## config.mk

```make
export PLATFORM = sky130hd
export DESIGN_NAME = m68k_bus_sequencer
export DESIGN_NICKNAME = d
export VERILOG_FILES = /design/src/rtl/m68k_bus_sequencer.sv
export SDC_FILE = /design/constraint.sdc
export NUM_CORES = 1
export LEC_CHECK = 0
export CORE_MARGIN = 1.5
export CORE_UTILIZATION = 46
export DETAILED_ROUTE_END_ITERATION = 6
export PLACE_DENSITY = 0.68
export SLEW_MARGIN = 10
export SYNTH_ARGS = -nofsm -noshare
export SYNTH_HDL_FRONTEND = slang
export SYNTH_SLANG_ARGS = --single-unit
export TNS_END_PERCENT = 100
```

## constraint.sdc

```tcl
create_clock -name PI_CLK -period 4.2 [get_ports PI_CLK]
set_clock_uncertainty 0.1 [all_clocks]
set_input_delay 0.84 -clock PI_CLK [delete_from_list [all_inputs] [get_ports PI_CLK]]
set_output_delay 0.84 -clock PI_CLK [all_outputs]
set_load 0.01 [all_outputs]
```

## src/rtl/m68k_bus_sequencer.sv

```systemverilog
// Queued 68000 bus-cycle engine running in the fast Pi clock domain.
// Requests are buffered in a FIFO and replayed as S0-S7 bus cycles paced by the synchronised M68K_CLK.
module m68k_bus_sequencer #(
    parameter int FIFO_DEPTH  = 4,
    parameter int SYNC_STAGES = 3,
    parameter int TIMEOUT_CYC = 1023
) (
    input  logic                              PI_CLK,
    input  logic                              PI_RST,
    input  logic                              REQ_VALID,
    output logic                              REQ_READY,
    input  logic [23:0]                       REQ_ADDR,
    input  logic [31:0]                       REQ_WDATA,
    input  logic [1:0]                        REQ_SIZE,
    input  logic                              REQ_RW,
    input  logic [2:0]                        REQ_FC,
    output logic                              RSP_VALID,
    output logic [31:0]                       RSP_RDATA,
    output logic [1:0]                        RSP_ERR,
    output logic [$clog2(FIFO_DEPTH+1)-1:0]   FIFO_LEVEL,
    output logic                              BUSY,
    input  logic                              M68K_CLK,
    output logic [22:0]                       M68K_A,
    output logic [2:0]                        M68K_FC,
    output logic [15:0]                       M68K_D_OUT,
    output logic                              M68K_D_OE,
    input  logic [15:0]                       M68K_D_IN,
    output logic                              M68K_AS_n,
    output logic                              M68K_UDS_n,
    output logic                              M68K_LDS_n,
    output logic                              M68K_RW,
    input  logic                              M68K_DTACK_n,
    input  logic                              M68K_BERR_n,
    input  logic                              M68K_VPA_n,
    output logic                              M68K_E,
    output logic                              M68K_VMA_n
);
    localparam int PTR_W = (FIFO_DEPTH > 1) ? $clog2(FIFO_DEPTH) : 1;
    localparam int LVL_W = $clog2(FIFO_DEPTH + 1);
    localparam int TMO_W = $clog2(TIMEOUT_CYC + 1);

    typedef enum logic [2:0] {ST_IDLE, ST_S1, ST_S2, ST_S3, ST_S4, ST_S5, ST_S6, ST_S7} state_t;

    typedef struct packed {
        logic [23:0] addr;
        logic [31:0] wdata;
        logic [1:0]  size;
        logic        rw;
        logic [2:0]  fc;
    } req_t;

    req_t fifo_mem [FIFO_DEPTH];
    req_t head_s;

    logic [SYNC_STAGES-1:0] clk_sync_q, clk_sync_d, dtack_sync_q, dtack_sync_d;
    logic [SYNC_STAGES-1:0] berr_sync_q, berr_sync_d, vpa_sync_q, vpa_sync_d;
    logic rise_s, fall_s, dtack_s, berr_s, vpa_s, push_s, pop_s, uds_sel_s, lds_sel_s;

    state_t            state_q, state_d;
    logic [PTR_W-1:0]  wr_ptr_q, wr_ptr_d, rd_ptr_q, rd_ptr_d;
    logic [LVL_W-1:0]  count_q, count_d;
    logic              ready_q, ready_d, busy_q, busy_d;
    logic [3:0]        e_cnt_q, e_cnt_d;
    logic              e_q, e_d, vma_n_q, vma_n_d;
    logic              as_n_q, as_n_d, uds_n_q, uds_n_d, lds_n_q, lds_n_d;
    logic              rw_q, rw_d, d_oe_q, d_oe_d;
    logic [22:0]       a_q, a_d;
    logic [2:0]        fc_q, fc_d;
    logic [15:0]       d_out_q, d_out_d;
    logic              op_rw_q, op_rw_d, op_long_q, op_long_d, op_byte_q, op_byte_d;
    logic              op_a0_q, op_a0_d, half_q, half_d;
    logic [15:0]       op_wlo_q, op_wlo_d;
    logic [1:0]        err_q, err_d;
    logic [31:0]       rdata_q, rdata_d;
    logic [TMO_W-1:0]  tmo_q, tmo_d;
    logic              rsp_valid_q, rsp_valid_d;
    logic [1:0]        rsp_err_q, rsp_err_d;
    logic [31:0]       rsp_rdata_q, rsp_rdata_d;

    // Synchroniser shift and edge/termination decode from the two oldest stages
    always_comb begin
        clk_sync_d   = {clk_sync_q[SYNC_STAGES-2:0], M68K_CLK};
        dtack_sync_d = {dtack_sync_q[SYNC_STAGES-2:0], M68K_DTACK_n};
        berr_sync_d  = {berr_sync_q[SYNC_STAGES-2:0], M68K_BERR_n};
        vpa_sync_d   = {vpa_sync_q[SYNC_STAGES-2:0], M68K_VPA_n};
        rise_s  = clk_sync_q[SYNC_STAGES-2] & ~clk_sync_q[SYNC_STAGES-1];
        fall_s  = ~clk_sync_q[SYNC_STAGES-2] & clk_sync_q[SYNC_STAGES-1];
        dtack_s = dtack_sync_q[SYNC_STAGES-1];
        berr_s  = berr_sync_q[SYNC_STAGES-1];
        vpa_s   = vpa_sync_q[SYNC_STAGES-1];
    end

    // Request FIFO bookkeeping
    always_comb begin
        head_s    = fifo_mem[rd_ptr_q];
        push_s    = REQ_VALID & ready_q;
        wr_ptr_d  = push_s ? wr_ptr_q + 1'b1 : wr_ptr_q;
        rd_ptr_d  = pop_s ? rd_ptr_q + 1'b1 : rd_ptr_q;
        count_d   = count_q + LVL_W'(push_s) - LVL_W'(pop_s);
        ready_d   = (count_d != LVL_W'(FIFO_DEPTH));
        busy_d    = (state_d != ST_IDLE) || (count_d != {LVL_W{1'b0}});
        uds_sel_s = ~op_byte_q | ~op_a0_q;
        lds_sel_s = ~op_byte_q | op_a0_q;
    end

    // Bus-cycle sequencer and E-clock divider
    always_comb begin
        state_d = state_q;   e_cnt_d = e_cnt_q;   e_d = e_q;       vma_n_d = vma_n_q;
        as_n_d  = as_n_q;    uds_n_d = uds_n_q;   lds_n_d = lds_n_q;
        rw_d    = rw_q;      d_oe_d  = d_oe_q;    a_d = a_q;       fc_d = fc_q;
        d_out_d = d_out_q;   op_rw_d = op_rw_q;   op_long_d = op_long_q;
        op_byte_d = op_byte_q; op_a0_d = op_a0_q; op_wlo_d = op_wlo_q; half_d = half_q;
        err_d   = err_q;     rdata_d = rdata_q;   tmo_d = tmo_q;   pop_s = 1'b0;
        rsp_valid_d = 1'b0;  rsp_err_d = rsp_err_q; rsp_rdata_d = rsp_rdata_q;

        if (fall_s) begin
            e_cnt_d = (e_cnt_q == 4'd9) ? 4'd0 : e_cnt_q + 4'd1;
            if (e_cnt_d == 4'd6) begin
                e_d = 1'b1;
            end else if (e_cnt_d == 4'd0) begin
                e_d = 1'b0;
            end else begin
                e_d = e_q;
            end
        end else begin
            e_cnt_d = e_cnt_q;
        end

        case (state_q)
            ST_IDLE: begin
                if (fall_s && (count_q != {LVL_W{1'b0}})) begin
                    pop_s     = 1'b1;
                    op_rw_d   = head_s.rw;
                    op_long_d = (head_s.size == 2'd2);
                    op_byte_d = (head_s.size == 2'd0);
                    op_a0_d   = head_s.addr[0];
                    op_wlo_d  = head_s.wdata[15:0];
                    half_d    = 1'b0;
                    err_d     = 2'd0;
                    rdata_d   = 32'd0;
                    tmo_d     = {TMO_W{1'b0}};
                    if ((head_s.size != 2'd0) && head_s.addr[0]) begin
                        // Misaligned word/long: answer straight away, the bus is never touched
                        rsp_valid_d = 1'b1;
                        rsp_err_d   = 2'd3;
                        rsp_rdata_d = 32'd0;
                    end else begin
                        state_d = ST_S1;
                        a_d     = head_s.addr[23:1];
                        fc_d    = head_s.fc;
                        if (head_s.size == 2'd2) begin
                            d_out_d = head_s.wdata[31:16];
                        end else if (head_s.size == 2'd0) begin
                            d_out_d = {head_s.wdata[7:0], head_s.wdata[7:0]};
                        end else begin
                            d_out_d = head_s.wdata[15:0];
                        end
                    end
                end else begin
                    state_d = ST_IDLE;
                end
            end
            ST_S1: begin
                if (rise_s) begin
                    state_d = ST_S2;
                    as_n_d  = 1'b0;
                    rw_d    = op_rw_q;
                    if (op_rw_q) begin
                        uds_n_d = ~uds_sel_s;
                        lds_n_d = ~lds_sel_s;
                    end else begin
                        uds_n_d = 1'b1;
                        lds_n_d = 1'b1;
                    end
                end else begin
                    state_d = ST_S1;
                end
            end
            ST_S2: begin
                if (fall_s) begin
                    state_d = ST_S3;
                    d_oe_d  = ~op_rw_q;
                end else begin
                    state_d = ST_S2;
                end
            end
            ST_S3: begin
                if (rise_s) begin
                    state_d = ST_S4;
                    if (!op_rw_q) begin
                        uds_n_d = ~uds_sel_s;
                        lds_n_d = ~lds_sel_s;
                    end else begin
                        uds_n_d = uds_n_q;
                        lds_n_d = lds_n_q;
                    end
                end else begin
                    state_d = ST_S3;
                end
            end
            ST_S4: begin
                if (!fall_s) begin
                    state_d = ST_S4;
                end else if (!berr_s) begin
                    state_d = ST_S5;
                    err_d   = 2'd1;
                end else if (!dtack_s) begin
                    state_d = ST_S5;
                end else if (!vpa_s && (e_cnt_q == 4'd2)) begin
                    vma_n_d = 1'b0;
                end else if (!vma_n_q && (e_cnt_q == 4'd8)) begin
                    state_d = ST_S5;
                end else begin
                    tmo_d = tmo_q + 1'b1;
                    if (tmo_d == TMO_W'(TIMEOUT_CYC)) begin
                        state_d = ST_S5;
                        err_d   = 2'd2;
                    end else begin
                        state_d = ST_S4;
                    end
                end
            end
            ST_S5: begin
                state_d = rise_s ? ST_S6 : ST_S5;
            end
            ST_S6: begin
                if (fall_s) begin
                    state_d = ST_S7;
                    as_n_d  = 1'b1;
                    uds_n_d = 1'b1;
                    lds_n_d = 1'b1;
                    vma_n_d = 1'b1;
                    if (!op_rw_q) begin
                        rdata_d = rdata_q;
                    end else if (op_long_q) begin
                        if (half_q) begin
                            rdata_d[15:0]  = M68K_D_IN;
                        end else begin
                            rdata_d[31:16] = M68K_D_IN;
                        end
                    end else if (op_byte_q) begin
                        rdata_d = {24'd0, op_a0_q ? M68K_D_IN[7:0] : M68K_D_IN[15:8]};
                    end else begin
                        rdata_d = {16'd0, M68K_D_IN};
                    end
                end else begin
                    state_d = ST_S6;
                end
            end
            ST_S7: begin
                if (rise_s) begin
                    d_oe_d = 1'b0;
                    rw_d   = 1'b1;
                    if (op_long_q && !half_q && (err_q == 2'd0)) begin
                        state_d = ST_S1;
                        half_d  = 1'b1;
                        a_d     = a_q + 23'd1;
                        d_out_d = op_wlo_q;
                        tmo_d   = {TMO_W{1'b0}};
                    end else begin
                        state_d     = ST_IDLE;
                        rsp_valid_d = 1'b1;
                        rsp_err_d   = err_q;
                        rsp_rdata_d = rdata_q;
                    end
                end else begin
                    state_d = ST_S7;
                end
            end
            default: begin
                state_d = ST_IDLE;
            end
        endcase
    end

    // FIFO storage; contents are don't-care until written
    always_ff @(posedge PI_CLK) begin
        if (push_s) begin
            fifo_mem[wr_ptr_q] <= '{addr: REQ_ADDR, wdata: REQ_WDATA, size: REQ_SIZE,
                                    rw: REQ_RW, fc: REQ_FC};
        end
    end

    // State and output registers with synchronous reset
    always_ff @(posedge PI_CLK) begin
        if (PI_RST) begin
            clk_sync_q <= '0;      dtack_sync_q <= '1;  berr_sync_q <= '1;  vpa_sync_q <= '1;
            state_q <= ST_IDLE;    wr_ptr_q <= '0;      rd_ptr_q <= '0;     count_q <= '0;
            ready_q <= 1'b1;       busy_q <= 1'b0;      e_cnt_q <= 4'd0;    e_q <= 1'b0;
            vma_n_q <= 1'b1;       as_n_q <= 1'b1;      uds_n_q <= 1'b1;    lds_n_q <= 1'b1;
            rw_q <= 1'b1;          d_oe_q <= 1'b0;      a_q <= 23'd0;       fc_q <= 3'd0;
            d_out_q <= 16'd0;      op_rw_q <= 1'b1;     op_long_q <= 1'b0;  op_byte_q <= 1'b0;
            op_a0_q <= 1'b0;       op_wlo_q <= 16'd0;   half_q <= 1'b0;     err_q <= 2'd0;
            rdata_q <= 32'd0;      tmo_q <= '0;         rsp_valid_q <= 1'b0;
            rsp_err_q <= 2'd0;     rsp_rdata_q <= 32'd0;
        end else begin
            clk_sync_q <= clk_sync_d;  dtack_sync_q <= dtack_sync_d;
            berr_sync_q <= berr_sync_d; vpa_sync_q <= vpa_sync_d;
            state_q <= state_d;    wr_ptr_q <= wr_ptr_d; rd_ptr_q <= rd_ptr_d; count_q <= count_d;
            ready_q <= ready_d;    busy_q <= busy_d;    e_cnt_q <= e_cnt_d; e_q <= e_d;
            vma_n_q <= vma_n_d;    as_n_q <= as_n_d;    uds_n_q <= uds_n_d; lds_n_q <= lds_n_d;
            rw_q <= rw_d;          d_oe_q <= d_oe_d;    a_q <= a_d;         fc_q <= fc_d;
            d_out_q <= d_out_d;    op_rw_q <= op_rw_d;  op_long_q <= op_long_d; op_byte_q <= op_byte_d;
            op_a0_q <= op_a0_d;    op_wlo_q <= op_wlo_d; half_q <= half_d;  err_q <= err_d;
            rdata_q <= rdata_d;    tmo_q <= tmo_d;      rsp_valid_q <= rsp_valid_d;
            rsp_err_q <= rsp_err_d; rsp_rdata_q <= rsp_rdata_d;
        end
    end

    assign REQ_READY  = ready_q;
    assign BUSY       = busy_q;
    assign FIFO_LEVEL = count_q;
    assign RSP_VALID  = rsp_valid_q;
    assign RSP_ERR    = rsp_err_q;
    assign RSP_RDATA  = rsp_rdata_q;
    assign M68K_A     = a_q;
    assign M68K_FC    = fc_q;
    assign M68K_D_OUT = d_out_q;
    assign M68K_D_OE  = d_oe_q;
    assign M68K_AS_n  = as_n_q;
    assign M68K_UDS_n = uds_n_q;
    assign M68K_LDS_n = lds_n_q;
    assign M68K_RW    = rw_q;
    assign M68K_E     = e_q;
    assign M68K_VMA_n = vma_n_q;

endmodule

```

==> key figures <==
Run status
  – Status: completed

Placed design
  – HPWL after DPL: 25600 um
  – Port Buffers: 173
  – RD Place Congestion: 0.842
  – Placed Cells incl. Taps: 1918

Critical path
  – CP max stage cell: or3_1
  – Kind of cell adding the most delay to the critical path: simple AND/OR/NAND/NOR gates
  – Worst Path Required: 4.48 ns
  – Worst Path Class, Setup: flip-flop to flip-flop
  – Critical path endpoint category: flip-flop
  – CP peak stage delay: 0.56 ns
  – WP data arrival: 3.63 ns
  – CP Buf/Inv Count: 3
  – Reg-to-reg startpoint: state_q[2]
  – Start point of the critical path: state_q[2]
  – CP max FO: 18
  – Crit-path cells: or3_1, or3_1, clkinv_2, ha_1, inv_1, ha_1, inv_1, fa_1, xor2_1, xnor2_1, nand3b_1, a21oi_1, a41oi_1
  – Worst setup SP type: flip-flop

Synth
  – Post-synthesis adder-cell area fraction: 0.774%
  – Synth Flop Type: edfxtp_1
  – Synth Area in Compound Gates: 10.5%
  – XOR/XNOR share of the synthesized area: 0.613%
  – Cell area after synthesis: 17100 um2
  – Main combinational cell family by area after synthesis: simple AND/OR/NAND/NOR gates
  – Synth Area in Simple Gates: 11.0%
  – Flops & latches, synth: 427
  – Post-Syn Area per Cell: 12.7 um2
  – Post-synth EDFFs: 248
  – Post-Syn Nets: 1441
  – Mapped Cells: 1346
  – Yosys cell types: 65
  – Synth warnings: 0
  – Ys async rst share: 0%
  – Sequential area share after synthesis: 64.4%
  – Post-synthesis mux area share: 10.0%

Global route
  – Tot GR Track Use: 21.2%
  – First-pass GRT wire length: 63600 um
  – Initial antenna violation count: 0
  – Met3 usage: 3.47%
  – Largest net degree at the start of global routing: 87
  – Most Crowded Layer GR: met2
  – Vias in the first global route: 11200
  – Met1 usage: 29.5%
  – Met2 usage: 34.5%
  – Total grt overflow: 0

Routing
  – First-pass iteration count of the detailed router: 5
  – Avg WL per Cell: 20.4 um
  – Via-to-Cell Ratio: 5.75
  – Via count: 11500
  – Residual DRC: 0
  – Iteration-0 DRC Markers: 926
  – ANT nets after route: 0
  – Total routed wirelength: 40700 um

CTS
  – Clock root buffer: clkbuf_16
  – Clk sinks: 427
  – Number of setup buffers added after CTS: 0
  – Clk slew on worst S/H paths: 0.06 ns
  – CTS resizes: 0
  – H-tree levels: 2
  – Clk Latency, worst-skew pair: 0.57 ns
  – Cts hold-fix bufs: 0
  – CTS tree: yes
  – Clock buffer depth: 3
  – CTS buffer count: 44

Worst hold path
  – Hold Startpoint: vpa_sync_q[0]
  – HP Class: flip-flop to flip-flop

STA
  – Setup violations, final: 0
  – Rel. slew slack: 15.5%
  – Final setup TNS: 0 ns
  – Minimum clock period: 3.35 ns
  – RSZ-0062 raised after global routing: no
  – Final worst path period share: 79.8%
  – Worst-margin pin slew: 1.26 ns
  – Max Fclk: 298 MHz
  – Slew Viols, Final: 0
  – Hold Fails Final Rpt: 0

Floorplan
  – IO Count: 174
  – Initial Util: 46.8%
  – Row count: 70
  – Core Region: 36600 um2
  – DIE AREA: 38400 um2
  – Die Wd: 196 um
  – Die Height: 196 um

Pwr
  – Worst vdd ir: 0.000303 V
  – Leakage: 0.00669 uW
  – PwrDens: 459 nW/um2

Final layout
  – Layout cells sized above 1: 11.9%
  – Most frequent cells in the layout: edfxtp_1 (248), dfxtp_1 (177), clkdlybuf4s50_1 (172), a21oi_1 (152), nand2_1 (129)
  – Fillers: 2992
  – Commonest non-fill, non-tap cell in the layout: edfxtp_1
  – Final Non-Filler Cells: 2001
  – Area grow syn2layout: 21.0%
  – Fin util: 56.6%
  – Fin nets: 1591

Job
  – Max-cap violations: 0
Yosys cell counts, drive strengths merged (5+ instances only):
master / instances / share of area (%)
a21oi: 153 / 4.5
a31oi: 13 / 0.47
and2: 5 / 0.18
and3: 9 / 0.33
buf: 23 / 0.75
clkbuf: 71 / 1.6
dfxtp: 179 / 21
edfxtp: 248 / 43
ha: 9 / 0.66
inv: 15 / 0.33
mux2i: 31 / 1.8
mux4: 62 / 8.1
nand2: 130 / 2.9
nand2b: 20 / 0.73
nand3: 81 / 2.4
nand3b: 5 / 0.22
nand4: 7 / 0.26
nor2: 70 / 1.5
nor2b: 10 / 0.37
nor3: 20 / 0.58
o2111ai: 17 / 0.87
o211ai: 9 / 0.39
o21ai: 54 / 1.6
o31a: 5 / 0.26
o31ai: 9 / 0.39
or2: 10 / 0.37
or3: 15 / 0.55
xnor2: 6 / 0.31
xor2: 6 / 0.31
worst reg2reg max path: cells and delay by family, from the launching register on:
| kind | cells | cell delay (ns) |
|---|---|---|
| and+or+nand+nor | 3 | 1.12 |
| AOI/OAI and AO/OA | 2 | 0.26 |
| adders and majority gates | 3 | 0.70 |
| xor gates and xnor gates | 2 | 0.34 |
| DFF | 1 | 0.48 |
| buffers and inverters | 3 | 0.17 |
worst paths after layout:
| kind | slack, ns | cells past startpoint | endpoint |
|---|---|---|---|
| setup / recovery | 0.85 | 13 | BUSY |
| hold reg to reg | 0.30 | 1 | vpa_sync_q[1] |
| hold / removal | 0.30 | 1 | vpa_sync_q[1] |
| setup reg to reg | 0.85 | 13 | BUSY |
per-stage QoR:
stage          cell area (um2)  power [uW]  worst slack (ns)  hold slack, ns
2_1_floorplan            17100        5470             0.606           0.289
3_3_place_gp             19300        5850             0.849           0.295
3_5_place_dp             19300        5880             0.807           0.294
4_1_cts                  20700        9600             0.861           0.306
5_1_grt                  20700        9850             0.545           0.318
6_report                 20700        9510             0.848           0.301
per-layer routing:
| layer | wire [um] | share of wire (%) | vias to the layer above |
|---|---|---|---|
| met5 | 0 | 0 | - |
| met1 | 18100 | 44 | 5662 |
| met4 | 964 | 2.4 | 0 |
| met3 | 2440 | 6.0 | 67 |
| li1 | - | - | 5381 |
| met2 | 19200 | 47 | 394 |
cells by family (layout without fill, tap and decap cells):
| group | after synthesis | in the layout |
|---|---|---|
| fa+ha+maj | 10 | 10 |
| mux | 94 | 94 |
| flops | 427 | 427 |
| xor+xnor | 12 | 12 |
| compound gates | 298 | 298 |
| other cells | 0 | 1 |
| simple gates | 395 | 395 |
| buf+inv | 110 | 296 |
flip-flops by register name, summed over array words and instances, names as in the netlist, 3 cells and up, named ones only:
signal        flops
rdata_q          32
M68K_FC           3
clk_sync_q        3
M68K_D_OUT       16
berr_sync_q       3
op_wlo_q         16
RSP_RDATA        32
e_cnt_q           4
M68K_A           23
tmo_q            10
fifo_mem        248
state_q           3
vpa_sync_q        3
FIFO_LEVEL        3
dtack_sync_q      3
final cells by class:
cell class | instances | area [um2] | area share [%]
diodes | 1 | 2.50 | 0.0121
clock buffers | 63 | 1240 | 6.00
clock inverters | 19 | 153 | 0.736
inverters | 16 | 61.3 | 0.296
multi-input cells | 809 | 5670 | 27.3
flip-flops and latches | 427 | 11000 | 53.2
well taps | 468 | 586 | 2.82
repair buffers | 198 | 1980 | 9.55
power breakdown:
part           leakage [uW]  switching, uW  internal [uW]  total (uW)
logic               0.00228            547            407         954
clock network      0.000690           1600           2140        3740
registers           0.00372           79.2           4740        4820
Note: power is estimated with default switching activity, not from simulation.
